`src/rtl/singlecycle_pkg.sv`:
```
// singlecycle_pkg: shared fetch constants and the prefetch queue entry type.
package singlecycle_pkg;
    localparam logic [31:0] RESET_PC_DEFAULT = 32'h0000_0000;

    typedef struct packed {
        logic [31:0] pc;
        logic [31:0] inst;
    } fetch_entry_t;
endpackage

```
`src/rtl/fetch_fifo.sv`:
```
// fetch_fifo: synchronous FIFO of fetch entries with flush and occupancy count.
module fetch_fifo
    import singlecycle_pkg::*;
#(
    parameter  int DEPTH = 4,
    localparam int AW    = $clog2(DEPTH),
    localparam int CW    = $clog2(DEPTH + 1)
) (
    input  logic          i_clk,
    input  logic          i_rst_n,
    input  logic          i_flush,
    input  logic          i_push,
    input  fetch_entry_t  i_data,
    input  logic          i_pop,
    output fetch_entry_t  o_head,
    output logic [CW-1:0] o_count
);
    fetch_entry_t  mem_q [DEPTH];
    logic [AW-1:0] rd_q, wr_q;
    logic [CW-1:0] cnt_q;

    always_ff @(posedge i_clk) begin
        if (!i_rst_n || i_flush) begin
            rd_q  <= '0;
            wr_q  <= '0;
            cnt_q <= '0;
        end else begin
            rd_q  <= rd_q + AW'(i_pop);
            wr_q  <= wr_q + AW'(i_push);
            cnt_q <= cnt_q + CW'(i_push) - CW'(i_pop);
        end
    end

    // Storage needs no reset: entries are only observed while counted.
    always_ff @(posedge i_clk) begin
        if (i_push) mem_q[wr_q] <= i_data;
    end

    assign o_head  = mem_q[rd_q];
    assign o_count = cnt_q;
endmodule

```
`src/rtl/if_prefetch.sv`:
```
// if_prefetch: credit-based instruction prefetcher with redirect flush and stale-response discard.
module if_prefetch
    import singlecycle_pkg::*;
#(
    parameter logic [31:0] RESET_PC   = RESET_PC_DEFAULT,
    parameter int          FIFO_DEPTH = 4
) (
    input  logic        i_clk,
    input  logic        i_rst_n,
    input  logic        i_redirect,
    input  logic [31:0] i_redirect_pc,
    output logic        o_mem_req_vld,
    output logic [31:0] o_mem_req_addr,
    input  logic        i_mem_req_rdy,
    input  logic        i_mem_rsp_vld,
    input  logic [31:0] i_mem_rsp_data,
    output logic        o_inst_vld,
    output logic [31:0] o_inst,
    output logic [31:0] o_pc,
    input  logic        i_inst_rdy
);
    localparam int          CW      = $clog2(FIFO_DEPTH + 1);
    localparam logic [CW:0] DEPTH_W = FIFO_DEPTH[CW:0];

    logic [31:0]   fetch_pc_q, fetch_pc_d, rsp_pc_q, rsp_pc_d, target;
    logic [CW-1:0] inflight_q, inflight_d, discard_q, discard_d, fifo_count;
    logic          accept, rsp_ok, push, pop, has_inst;
    fetch_entry_t  head;

    always_comb begin
        target         = {i_redirect_pc[31:2], 2'b00};
        has_inst       = fifo_count != '0;
        o_mem_req_vld  = i_rst_n & !i_redirect & (({1'b0, inflight_q} + {1'b0, fifo_count}) < DEPTH_W);
        o_mem_req_addr = fetch_pc_q;
        o_inst_vld     = i_rst_n & has_inst & !i_redirect;
        o_inst         = has_inst ? head.inst : '0;
        o_pc           = has_inst ? head.pc : '0;
        accept         = o_mem_req_vld & i_mem_req_rdy;
        rsp_ok         = i_mem_rsp_vld & (inflight_q != '0);
        push           = rsp_ok & !i_redirect & (discard_q == '0);
        pop            = o_inst_vld & i_inst_rdy;
        inflight_d     = inflight_q + CW'(accept) - CW'(rsp_ok);
        fetch_pc_d     = i_redirect ? target : fetch_pc_q + (accept ? 32'd4 : 32'd0);
        rsp_pc_d       = i_redirect ? target : rsp_pc_q + (push ? 32'd4 : 32'd0);
        // Every request still outstanding at a redirect belongs to the old path.
        discard_d      = i_redirect ? inflight_q - CW'(rsp_ok)
                                    : discard_q - CW'(rsp_ok & (discard_q != '0));
    end

    always_ff @(posedge i_clk) begin
        if (!i_rst_n) begin
            fetch_pc_q <= RESET_PC;
            rsp_pc_q   <= RESET_PC;
            inflight_q <= '0;
            discard_q  <= '0;
        end else begin
            fetch_pc_q <= fetch_pc_d;
            rsp_pc_q   <= rsp_pc_d;
            inflight_q <= inflight_d;
            discard_q  <= discard_d;
        end
    end

    fetch_fifo #(.DEPTH(FIFO_DEPTH)) u_fifo (
        .i_clk   (i_clk),
        .i_rst_n (i_rst_n),
        .i_flush (i_redirect),
        .i_push  (push),
        .i_data  ('{pc: rsp_pc_q, inst: i_mem_rsp_data}),
        .i_pop   (pop),
        .o_head  (head),
        .o_count (fifo_count)
    );
endmodule

```
`config.mk`:
```
export PLATFORM = sky130hd
export DESIGN_NAME = if_prefetch
export DESIGN_NICKNAME = d
export VERILOG_FILES = /design/src/rtl/singlecycle_pkg.sv /design/src/rtl/fetch_fifo.sv /design/src/rtl/if_prefetch.sv
export SDC_FILE = /design/constraint.sdc
export NUM_CORES = 1
export LEC_CHECK = 0
export ABC_AREA = 1
export CELL_PAD_IN_SITES_DETAIL_PLACEMENT = 1
export CELL_PAD_IN_SITES_GLOBAL_PLACEMENT = 1
export CORE_ASPECT_RATIO = 0.7
export CORE_MARGIN = 1.5
export CORE_UTILIZATION = 45
export DETAILED_ROUTE_END_ITERATION = 8
export PLACE_DENSITY = 0.91
export SETUP_SLACK_MARGIN = 0.15
export SYNTH_ARGS = -nofsm -noshare
export SYNTH_HDL_FRONTEND = slang
export SYNTH_SLANG_ARGS = --single-unit
```
`constraint.sdc`:
```
create_clock -name i_clk -period 11 [get_ports i_clk]
set_input_delay 1.1 -clock i_clk [delete_from_list [all_inputs] [get_ports i_clk]]
set_output_delay 1.1 -clock i_clk [all_outputs]
set_load 0.01 [all_outputs]
```
Yosys cells after proc, flatten, opt, wreduce, memory -nomap -nowiden
Memory sizes are Yosys's and may differ from the RTL's. A register that Yosys moved wholly into a read port is not among the register bits.
Cells that the tools add are included.
Widths: inputs -> output; s select.
{ "totals": {"register_bits": 77, "ramBits": 256, "inputBits": 70, "wordCells": 51, "n_memories": 1} }
{ "op_classes": {"add_sub_neg": 11, "order_cmp": 1, "n_mux": 10, "n_bitwise": 11, "n_reduce_logical": 8} }
{ "memory_table": {"columns": ["name", "depth", "width", "rd", "rd_ports_with_merged_regs", "write_ports", "line_no", "source"], "rows": [
  ["u_fifo.mem_q", 4, 64, 1, 1, 1, "fetch_fifo.sv:18", "fetch_entry_t mem_q [DEPTH];"]
]} }
{ "op_table": {"columns": ["cell", "count"], "rows": [
  ["$mux 32", 4],
  ["$add 32x3->32", 2],
  ["$sub 3x1->3", 4],
  ["$and 1x1->1", 10],
  ["$mux 3", 3],
  ["$reduce_bool 3->1", 3],
  ["$add 3x1->3", 2],
  ["$add 2x1->2", 2],
  ["$add 3x3->4", 1],
  ["$lt 4x3->1 const B", 1],
  ["$logic_not 3->1", 1],
  ["$logic_not 1->1", 2],
  ["$mux 1", 2],
  ["$mux 2", 1],
  ["$reduce_or 2->1", 1],
  ["$logic_or 1x1->1", 1],
  ["$not 1->1", 1]
]} }

Longest topological paths before layout
Gate-level depths: netlist of run 1.
{ "depth": {"depth_word": 7, "ltp_mapped": 16, "depth_no_buf": 16} }

Modules after synthesis
A second synthesis of run 1 with hierarchy kept.
{ "unflattened": {"hier_cells": 1538, "hier_area_um2": 14818.0} }
{ "modules_own_cells": {"columns": ["mod", "instances", "cells_per_inst", "area_per_inst_um2"], "rows": [
  ["fetch_fifo", 1, 790, 10329.9],
  ["if_prefetch", 1, 748, 4488.1]
]} }

Least setup slack after synthesis of run 1
No wires, ideal clock.
{ "synth_timing": {"kind": "in2reg", "startpoint": "input port i_mem_rsp_vld", "endpoint": "memory u_fifo.mem_q[0][0] (netlist name), enable pin", "arrival_time_ps": 5819, "t_required_ps": 10441, "setup_slack_ps": 4622, "stages": 4, "n_path_buf": 0, "path_cell_list": "inv_1 > a31oi_1 > nand3_1 > nor3_1"} }
{ "synth_between": {"elab_chain_len": 5} }
{ "synth_lines": {"columns": ["item", "line_no", "source"], "rows": [
  ["start: declaration", "if_prefetch.sv:15", "input logic i_mem_rsp_vld,"],
  ["$and 1x1->1", "if_prefetch.sv:39", "rsp_ok = i_mem_rsp_vld & (inflight_q != '0);"],
  ["$and 1x1->1 (2 in a row)", "if_prefetch.sv:40", "push = rsp_ok & !i_redirect & (discard_q == '0);"],
  ["$mux 1", "fetch_fifo.sv:36", "if (i_push) mem_q[wr_q] <= i_data;"],
  ["$mux 1 (not written as such)", "fetch_fifo.sv:36", null],
  ["end: declaration", "fetch_fifo.sv:18", null]
]} }
No other way between the ends.

Worst setup path in the final report of run 1
{ "layout_timing": {"startpoint": "input port i_rst_n", "endpoint": "output port o_mem_req_vld"} }
{ "layout_between": {"elab_chain_len": 2} }
{ "layout_lines": {"columns": ["item", "line_no", "source"], "rows": [
  ["start: declaration", "if_prefetch.sv:9", "input logic i_rst_n,"],
  ["$and 1x1->1 (2 in a row)", "if_prefetch.sv:33", "o_mem_req_vld = i_rst_n & !i_redirect & (({1'b0, inflight_q} + {1'b0, fifo_count}) < DEPTH_W);"],
  ["end: declaration", "if_prefetch.sv:12", "output logic o_mem_req_vld,"]
]} }
No other way between the ends.

==> impl.org, run 1 <==
** Place
- Placed insts :: 1920
- Routability-driven placement finished with a final weighted congestion of 0.8629.
- Detailed placement ended at an HPWL of 26380 um.
- In this run the tool buffered the top-level ports with 161 buffer cells.

** Detailed routing
- In the routed design, unresolved DRC markers number 0.
- The count of nets left with antenna violations once routing finished came out at 0.
- Detail-routed via count per cell :: 5.497
- Vias post-DR :: 10870
- Post-detailed-route wirelength per cell :: 21.46 um
- Routed Wire Length :: 42430 um
- For this run, the detailed router's first-pass iteration total came to 5.
- The first routing iteration left 832 violations.

** Timing
- WHS :: 0.5652 ns
- In the finished design, the share of the clock period the worst path needs comes to 0.4464.
- Crit path time final :: 4.911 ns
- Setup TNS :: 0 ns
- Number of failing setup endpoints in the final timing report :: 0
- For this run, the top clock speed supported by timing is 203.6 MHz.
- Worst slew margin :: 0.3211
- Final Max Tran Viols :: 0
- For the pin with the worst max-slew slack, the measured transition is 1.018 ns.
- RSZ-0062 raised after global routing :: no
- Clock skew on the completed layout was measured at 0.01208 ns.
- The final hold violation count came to 0.

** Logic synthesis
- Counting flops with a built-in enable in the synthesized netlist gives 248.
- The share of the Yosys chip area taken by registers is 0.6388.
- Complex-gate fraction of the synthesized area :: 0.09035
- The portion of synthesized area spent on multiplexers is 0.
- XOR/XNOR Fraction of Synth Area :: 0.01256
- Unique masters post-synth :: 41
- The most used flip-flop cell after synthesis is edfxtp_1.
- After synthesis, the largest family of logic cells by area is simple AND/OR/NAND/NOR gates.
- During synthesis, Yosys emitted a total of 0 warnings.
- Cell taking the most area after synthesis :: edfxtp_1
- Netlist area before placement :: 0.01395 sq mm
- Of the total synthesized cell area, the portion taken by full adders, half adders and majority gates is 0.01723.
- Post-synthesis sequential element count :: 321
- The share of synthesized area in the top cell type comes to 0.5340.
- Counting flops with an async set or reset pin after synthesis yields a share of 0.
- Cells after Synth :: 1395
- In this run the mean area of a mapped cell was 9.997 sq um.
- Yosys attributes the largest share of cell area to edfxtp_1, dfxtp_1, nor2_1.
- Area fraction in and, or, nand and nor cells after synthesis :: 0.1955

** Global routing
- First-pass GRT wire length :: 64500 um
- Met2 Use GR :: 0.4705
- In the global route stage, overall resource usage came out at 0.2647.
- Global-route track usage on met3 :: 0.03609
- Entering global routing, the biggest net connects 73 pins.
- Final global-route overflow total :: 0
- The number of global-route vias before repair is 11660.
- After global routing, the most crowded layer is met2.
- For met1 alone, demand over resource in global routing was 0.3340.
- Initial antenna violation count :: 0

** Worst setup path
- Worst path cell trace :: clkdlybuf4s50_1, inv_2, nor2_8, inv_2, nor3_2, clkdlybuf4s50_1
- Setup slack on the worst flop-to-flop path :: 7.92 ns
- Data on the critical path arrives at its endpoint at 3.81 ns.
- The critical path is of the in2out type.
- STA classifies the critical path startpoint as a primary input.
- Cell type of the slowest stage on the worst timing path :: clkdlybuf4s50_1
- Along the worst path, the maximum fanout reaches 46.
- STA classifies the critical path endpoint as an output pin.
- Data required time at the worst endpoint :: 9.90 ns
- On the worst path, the slowest cell contributes a delay of 0.63 ns.
- CP delay by family, top :: buffers and inverters
- Counting both buffers and inverters, the worst setup path holds a total of 4.

** CTS
- In this run, CTS created clock tree buffers numbering 31.
- Clock tree synthesis selected as its root buffer the cell clkbuf_16.
- Buffer count from post-CTS setup fixing :: 0
- Number of H-tree levels :: 1
- Clock latency reported for the late side of the worst-skew pair :: 0.56 ns
- No sink is reached through more buffers than the 3 on the longest clock path.
- Clock transition time at the flip-flop clock pins of the worst setup and hold paths :: 0.07 ns
- Total number of clock tree sinks :: 321
- Clock tree from TritonCTS :: yes
- PostCTS Resize Cnt :: 0
- In this run, post-CTS hold repair placed 0 buffers.

** Final layout
- Antenna Diode Count :: 0
- Fill cell instance count of the final layout :: 3383
- Multi-input logic area :: 0.004437 sq mm
- Storage element area :: 0.008914 sq mm
- In the final design database the tool counted 1629 nets.
- Area growth from synthesis to layout :: 21.33%
- For this run, the number of standard cells in the final layout without fillers is 1977.
- Final core occ :: 0.5596
- Proportion of layout cells with a drive suffix above 1 :: 0.07284

** Die
- Die X :: 213.4 um
- Overall die area :: 0.03207 sq mm
- IO Pins :: 168
- Chip Height :: 150.3 um
- The initial utilization of the core area, before any placement, comes to 0.4612.
- The floorplan has 53 rows.
- Area of the core :: 0.03024 sq mm

** Power
- Power density over cell area :: 166.5 mW/mm^2
- Overall power consumption after layout is estimated at 0.002817 W.
- Comb power frac :: 0.102
- Of the total power, the share spent switching nets is 0.2432.
- Switching power summed over all nets :: 0.0006852 W
- Sequential share of power :: 0.506
- In this run the static leakage power is 6.042 nW.
- Int Pwr :: 0.002132 W
- IR analysis of the VDD net gives a maximum drop of 0.1120 mV.
- Clock network fraction of total power :: 0.391

** Job
- # Max-Cap Violations :: 0

** Run status
- The run finished with clean final reports.

** Worst hold path
- The tightest min-delay check is of the reg2reg type.
[synth_stat cells, drive strengths merged (8+ instances only)]
cell type / count
a21oi: 68
buf: 35
clkbuf: 25
dfxtp: 73
edfxtp: 248
ha: 16
inv: 87
nand2: 221
nand3: 40
nor2: 356
nor3: 8
o21ai: 158
o22ai: 12
xor2: 15
[metal layers]
metal  up-vias  part of all wire
met1      5491              0.42
met2       330              0.50
met5         -                 0
met3        78             0.053
li1       4969                 -
met4         0             0.027
[path summary, 6_finish.rpt]
kind | from | end | cells past startpoint
worst max register to register | inflight_q[1] | rsp_pc_q[14] | 13
worst max-delay path | i_rst_n | o_mem_req_vld | 6
worst min-delay path | rsp_pc_q[3] | u_fifo.mem_q[0][35] | 0
worst min register to register | rsp_pc_q[3] | u_fifo.mem_q[0][35] | 0
[placed cells by master, fill, tap and decap left out, types with 8 or more instances in the layout]
cell / count
nor2_2: 14
nand2_2: 8
o21ai_1: 18
xor2_1: 15
nor2_4: 9
o21ai_0: 140
dfxtp_1: 71
clkinv_2: 10
nand2_1: 211
nor2_1: 331
clkdlybuf4s50_1: 161
nand3_1: 37
edfxtp_1: 248
ha_1: 16
clkbuf_16: 31
inv_1: 82
buf_4: 9
o22ai_1: 12
a21oi_1: 68
[power by group through the flow]
stage	combinational, W	clock [W]	sequential (W)
2_1_floorplan	0.000145	0	0.00144
3_3_place_gp	0.000259	0	0.00144
3_5_place_dp	0.000278	0	0.00145
4_1_cts	0.000289	0.00111	0.00143
5_1_grt	0.000317	0.00115	0.00143
6_report	0.000288	0.00110	0.00143
[stage by stage]
step,cell area [sq um],worst slack (ns)
2_1_floorplan,13960,4.622
5_1_grt,16920,5.980
6_report,16920,6.089
3_5_place_dp,15880,6.117
4_1_cts,16920,6.109
3_3_place_gp,15880,6.104
[flip-flops by register name, summed over array words and instances (netlist names)]
signal,count
discard_q,3
u_fifo.rd_q,2
u_fifo.mem_q,248
o_mem_req_addr,30
u_fifo.wr_q,2
rsp_pc_q,30
u_fifo.o_count,3
inflight_q,3
[layout make-up]
class / count / share of cell area
Sequential cell: 321 / 0.5268
Clock buffer: 39 / 0.05058
Multi-Input combinational cell: 929 / 0.2622
Inverter: 88 / 0.01952
Timing Repair Buffer: 170 / 0.09923
Tap cell: 412 / 0.03046
Clock inverter: 18 / 0.01124
[cells by family (layout without fill, tap and decap cells)]
family,Yosys count,after routing
simple gates,642,642
flops,321,321
compound gates,245,245
buf+inv,148,315
xor+xnor,20,20
fa+ha+maj,18,18
other cells,1,4
No activity file was read; power rests on OpenSTA's default activity.
==> run 2: changes to the inputs <==
--- a/config.mk
+++ b/config.mk
@@ -10,9 +10,9 @@
 export CELL_PAD_IN_SITES_GLOBAL_PLACEMENT = 1
 export CORE_ASPECT_RATIO = 0.7
 export CORE_MARGIN = 1.5
-export CORE_UTILIZATION = 45
+export CORE_UTILIZATION = 44
 export DETAILED_ROUTE_END_ITERATION = 8
-export PLACE_DENSITY = 0.91
+export PLACE_DENSITY = 0.89
 export SETUP_SLACK_MARGIN = 0.15
 export SYNTH_ARGS = -nofsm -noshare
 export SYNTH_HDL_FRONTEND = slang
==> constraint.sdc (replaced) <==
create_clock -name i_clk -period 4.9 [get_ports i_clk]
set_input_delay 0.49 -clock i_clk [delete_from_list [all_inputs] [get_ports i_clk]]
set_output_delay 0.49 -clock i_clk [all_outputs]
set_load 0.01 [all_outputs]
==> impl.org, run 2 (synthesized netlist as in run 1, its figures left out) <==
** Die
- Chip Height :: 152.0 um
- The die covers 0.03279 sq mm.
- For this design the top-level I/O count stands at 168.
- Die X :: 215.8 um
- After floorplanning, the core was sized to cover 0.03115 sq mm.
- For this configuration, the core starts out at a cell density of 0.4477.
- Floorplan row count :: 54

** Timing
- The final hold violation count was 0.
- Final Max Tran Viols :: 0
- Final Skew :: 0.02155 ns
- In the post-route analysis, the smallest setup slack over all paths is 1.125 ns.
- RSZ-0062 raised after global routing :: no
- Setup violations remaining at the end of the flow were counted as 0.
- Share of the clock period used by the worst path :: 0.7705
- Worst slew margin :: 0.3258
- Upper clock frequency limit :: 264.9 MHz
- At the pin with the least slew margin, the transition time is 1.011 ns.
- Subtracting the final worst setup slack from the clock period gives 3.775 ns.

** Power
- LEAKAGE :: 6.067 nW
- For this design the ratio of total power to cell area is 374.5 mW/mm^2.
- The design draws 0.006367 W.
- Maximum VDD drop :: 0.1998 mV

** Final layout
- The library cell used most frequently in the layout, excluding fill and tap cells, is nor2_1.
- Max FFs per register :: 248
- The filler cells instantiated in the layout total 3430.
- Layout Cells excl Fill :: 1990
- In the final layout, the share of cells above drive strength 1 is 0.07006.
- 0 antenna diodes ended up in the layout.
- Commonest cells after routing, fill and taps aside :: nor2_1, edfxtp_1, nand2_1
- Final #Nets :: 1634
- Compared with the post-synthesis result, the final layout area differs by 21.90%.
- Measured on the finished design, the core utilization comes to 0.5458.
- The finished cells cover 0.01700 sq mm.
- Ranked by flip-flop count, first place goes to u_fifo.mem_q.

** Place
- At the end of routability-driven placement, the weighted congestion stood at 0.8415.
- Timing analysis after detailed placement gives a worst setup slack of 1.589 ns.
- Once placement finished, the instance area stood at 0.01591 sq mm.
- Including well taps, the total number of placed cells is 1930.
- HPWL after detailed placement :: 25180 um
- Number of port buffers :: 161

** Detailed routing
- Remaining number of nets flagged by the antenna check after routing :: 0
- For this block, the via count after detailed routing is 10690.
- The routed design has 39960 um of wire.
- Number of design-rule violations left by the first detailed-router iteration :: 646
- In the final routed layout, each cell accounts on average for 20.08 um.
- In the routed design, unresolved DRC markers number 0.
- Detail-routed via count per cell :: 5.370
- The first detailed-routing pass ran for 5 iterations.

** Worst setup path
- STA classifies the critical path startpoint as a register.
- Cell type of the slowest stage on the worst timing path :: dfxtp_4
- CP Class :: reg2out
- STA classifies the critical path endpoint as an output pin.
- Of all nets on the critical path, the largest fanout is 66.
- The worst register-to-register path begins at inflight_q[1].
- Worst reg2reg path endpoint :: rsp_pc_q[16]
- STA puts the critical path data arrival time at 3.29 ns.
- The critical path goes through inv_2, buf_12, o21ai_0, a21oi_1, clkdlybuf4s50_1.
- Setup slack on the worst flop-to-flop path :: 1.92 ns
- Data required time at the worst endpoint :: 4.41 ns
- In this design, the stage delay of the slowest critical-path cell is 0.84 ns.
- R2r worst-path depth :: 13

** CTS
- Clock-pin slew was measured on the worst setup and hold paths at 0.06 ns.
- Longest Clk Path Bufs :: 3
- In this run the post-CTS setup repair buffer count came out at 0.
- Number of buffers created by CTS :: 34
- In this run the clock root is driven by a clkbuf_16.
- Gates resized during post-CTS repair numbered 0.
- Buffers inserted to repair hold after CTS numbered 0.
- CTS saw 321 sinks.
- TritonCTS built the clock tree.
- In this run the number of H-tree levels came out at 2.
- Clock latency reported for the late side of the worst-skew pair :: 0.52 ns

** Global routing
- Largest net degree at the start of global routing :: 67
- Initial antenna violation count :: 0
- First-pass GRT wire length :: 62740 um
- Total GRT Usage :: 0.2441
- Final global-route overflow total :: 0
- The number of global-route vias before repair came to 11570.

** Job
- Across the run, the number of max-cap violations was 0.

** Worst hold path
- The worst hold path terminates at inflight_q[2].
- Hold Startpoint :: inflight_q[2]
- Along the worst hold path, the cell count comes to 1.
- Classification of the worst-slack hold path :: reg2reg

** Run status
- The run finished with clean final reports.
run 2: worst max path at each step:
stage,from,to,slack (ns),depth (start not counted)
after floorplan,i_mem_rsp_vld,u_fifo.mem_q[0][0],-0.87,4
after global placement,u_fifo.rd_q[0],o_pc[10],1.70,6
after detailed placement,i_mem_rsp_vld,rsp_pc_q[24],1.59,15
after CTS,u_fifo.rd_q[0],o_pc[10],1.11,6
after global routing,u_fifo.rd_q[0],o_pc[17],0.87,5
final,u_fifo.rd_q[0],o_pc[17],1.12,5
run 2: where the power goes:
group	total, W	internal, W	switching, W
registers	0.00320	0.00309	0.000107
logic	0.000627	0.000256	0.000371
clock network	0.00254	0.00149	0.00106
total	0.00637	0.00483	0.00154
run 2: critical path, delay by kind of cell (launching register included):
kind,cells,cell delay (ns)
AOI/OAI and AO/OA,2,0.37
buffers and inverters,3,1.51
DFF,1,0.84
run 2: final cells by class:
class,instances,area [sq um],area share
Inverter,88,330.3,0.01943
Clock inverter,16,173.9,0.01023
Tap cell,420,525.5,0.03091
Multi-Input combinational cell,929,4437,0.2610
Timing Repair Buffer,172,1707,0.1004
Clock buffer,44,913.4,0.05373
Sequential cell,321,8914,0.5243
run 2: metrics by stage:
stage	hold slack, ns	setup TNS [ns]
after floorplan	0.4666	-215.23
after global routing	0.5720	0
final	0.5319	0
after detailed placement	0.5181	0
after global placement	0.5074	0
after CTS	0.5353	0
run 2: routing by layer:
metal,wire [um],GRT usage,up-vias,share of wire
met3,2163,0.03403,50,0.054
li1,-,-,4981,-
met1,17570,0.3222,5344,0.44
met4,632,0.05828,0,0.016
met5,0,0,-,0
met2,19600,0.4258,312,0.49
==> run 3: changes to the inputs <==
==> constraint.sdc (replaced) <==
create_clock -name i_clk -period 4 [get_ports i_clk]
set_input_delay 0.4 -clock i_clk [delete_from_list [all_inputs] [get_ports i_clk]]
set_output_delay 0.4 -clock i_clk [all_outputs]
set_load 0.01 [all_outputs]
==> impl.org, run 3 (synthesized netlist as in run 1, its figures left out) <==
** Die
- Starting density of the core :: 0.4477
- The die is 152.0 um tall.
- In this run the standard cell core region covers 0.03115 sq mm.
- The floorplan step defined a die boundary enclosing 0.03279 sq mm.
- From left edge to right edge, the die measures 215.8 um.
- IO Pins :: 168
- Floorplan row count :: 54

** Timing
- Crit path time final :: 3.143 ns
- For the pin with the worst max-slew slack, the measured transition is 0.8473 ns.
- Setup TNS :: 0 ns
- RSZ-0062 raised after global routing :: no
- The count of pins over their slew limit came to 0.
- Upper clock frequency limit :: 318.2 MHz
- Share of the clock period used by the worst path :: 0.7856
- Setup violations remaining at the end of the flow were counted as 0.
- The clock arrives with 0.02239 ns of skew.
- Final hold vios :: 0
- Across all hold checks on the routed design, the worst slack comes to 0.5078 ns.
- In this run the tightest slew margin relative to its limit is 0.4351.

** Power
- Power density over cell area :: 455.8 mW/mm^2
- Total chip power :: 0.007825 W
- Summed over all cells, the static leakage comes to 6.119 nW.
- Across the VDD grid, the largest voltage drop is 0.3851 mV.

** Job
- The tool flagged a number of max-cap violations equal to 0.

** Worst setup path
- Following the worst setup path forward leads to its endpoint at o_pc[15].
- Setup slack on the worst flop-to-flop path :: 1.02 ns
- The most critical setup path has its startpoint at u_fifo.rd_q[0].
- The largest individual stage delay along the critical path comes from the cell clkdlybuf4s50_1.
- R2r worst-path depth :: 14
- Worst Setup End Kind :: output pin
- The worst register-to-register path ends at rsp_pc_q[24].
- Data required time at the worst endpoint :: 3.60 ns
- Crit path DAT :: 2.74 ns
- Launching element type of the critical path :: register
- Worst path cell trace :: inv_2, buf_4, o21ai_0, a21oi_1, clkdlybuf4s50_1
- Along the worst path, the maximum fanout reaches 38.
- Slowest cell delay on critical path :: 0.57 ns
- By startpoint and endpoint, the worst setup path is classified as reg2out.
- Launching point of the worst reg2reg path :: inflight_q[1]

** CTS
- Buffer count from post-CTS setup fixing :: 0
- Total number of clock tree sinks :: 321
- Longest Clk Path Bufs :: 3
- The clock reaches the later pin of the worst-skew pair after 0.52 ns.
- Clock-pin slew was measured on the worst setup and hold paths at 0.06 ns.
- Number of buffers created by CTS :: 34
- Clock tree from TritonCTS :: yes
- In this run the number of H-tree levels came out at 2.
- Hold repair after CTS inserted 0 buffers.
- PostCTS Resize Cnt :: 0
- CTS root buf :: clkbuf_16

** Detailed routing
- Detail-routed via count per cell :: 5.399
- In this run the remaining antenna-violating nets after routing total 0.
- In the final routed layout, each cell accounts on average for 20.13 um.
- The routed layout has 10780 vias.
- Number of design-rule violations left by the first detailed-router iteration :: 732
- DRC viols :: 0
- 1st-pass router iterations :: 4
- The final layout contains routed wiring with a total length of 40190 um.

** Worst hold path
- The tightest min-delay check is of the in2reg type.

** Final layout
- Proportion of layout cells with a drive suffix above 1 :: 0.07297
- In the layout the commonest cells are nor2_1, edfxtp_1, nand2_1.
- Final #Nets :: 1638
- From synthesis to final layout, the design area changed by 23.08%.
- Ranked by flip-flop count, first place goes to u_fifo.mem_q.
- Antenna Diode Count :: 0
- Final core occ :: 0.5511
- The register with the most flip-flops in the layout has 248 of them.
- The library cell used most frequently in the layout, excluding fill and tap cells, is nor2_1.

** Place
- Routability Congestion :: 0.8733
- Number of port buffers :: 161
- The HPWL after detailed placement is 26250 um.

** Run status
- The run finished with clean final reports.

** Global routing
- Across every metal layer, demand over resource in global routing totals 0.2429.
- For this run the aggregate overflow at the end of global routing stands at 0.
- The initial antenna violation count is 0.
- Largest net degree at the start of global routing :: 126
- First-pass GRT wire length :: 62390 um
- Via count of the first global-routing pass :: 11390
[run 3: through the flow]
stage	instance area, sq um	setup WS (ns)	cells
floorplan	13980	0.09542	1398
global placement	16060	0.8655	1934
detailed placement	16060	0.7273	1934
CTS	17170	0.8368	1996
global route	17170	0.6951	1996
finish	17170	0.8574	1996
[run 3: worst min path at each step]
stage	startpoint	end	cells past startpoint
floorplan	rsp_pc_q[2]	u_fifo.mem_q[0][34]	0
global placement	inflight_q[2]	inflight_q[2]	1
global route	i_redirect_pc[10]	o_mem_req_addr[10]	3
CTS	i_redirect_pc[2]	rsp_pc_q[2]	3
finish	i_redirect_pc[2]	rsp_pc_q[2]	3
detailed placement	inflight_q[2]	inflight_q[2]	1
[run 3: layout make-up]
| cell class | count | area, sq um |
|---|---|---|
| timing repair buffer | 176 | 1824 |
| fill | 3421 | 13980 |
| inverter | 88 | 330.3 |
| tap | 420 | 525.5 |
| clock buffer | 53 | 993.5 |
| clock inverter | 9 | 116.4 |
| sequential | 321 | 8914 |
| multi-input combinational | 929 | 4462 |
[run 3: where the power goes]
part	switching, W	internal (W)	leakage (nW)
clock network	0.00128	0.00185	0.533
logic	0.000457	0.000322	2.72
registers	0.000135	0.00378	2.86
[run 3: layer usage]
metal / track usage / share of wire
met3: 0.03223 / 0.051
met1: 0.3220 / 0.44
met5: 0 / 0
met2: 0.4195 / 0.49
met4: 0.06627 / 0.018
[run 3: critical path: cells and delay by family, from the launching register on]
| kind | cells | cell delay [ns] |
|---|---|---|
| flip-flops | 1 | 0.36 |
| AO/OA/AOI/OAI | 2 | 0.42 |
| buffers and inverters | 3 | 1.45 |
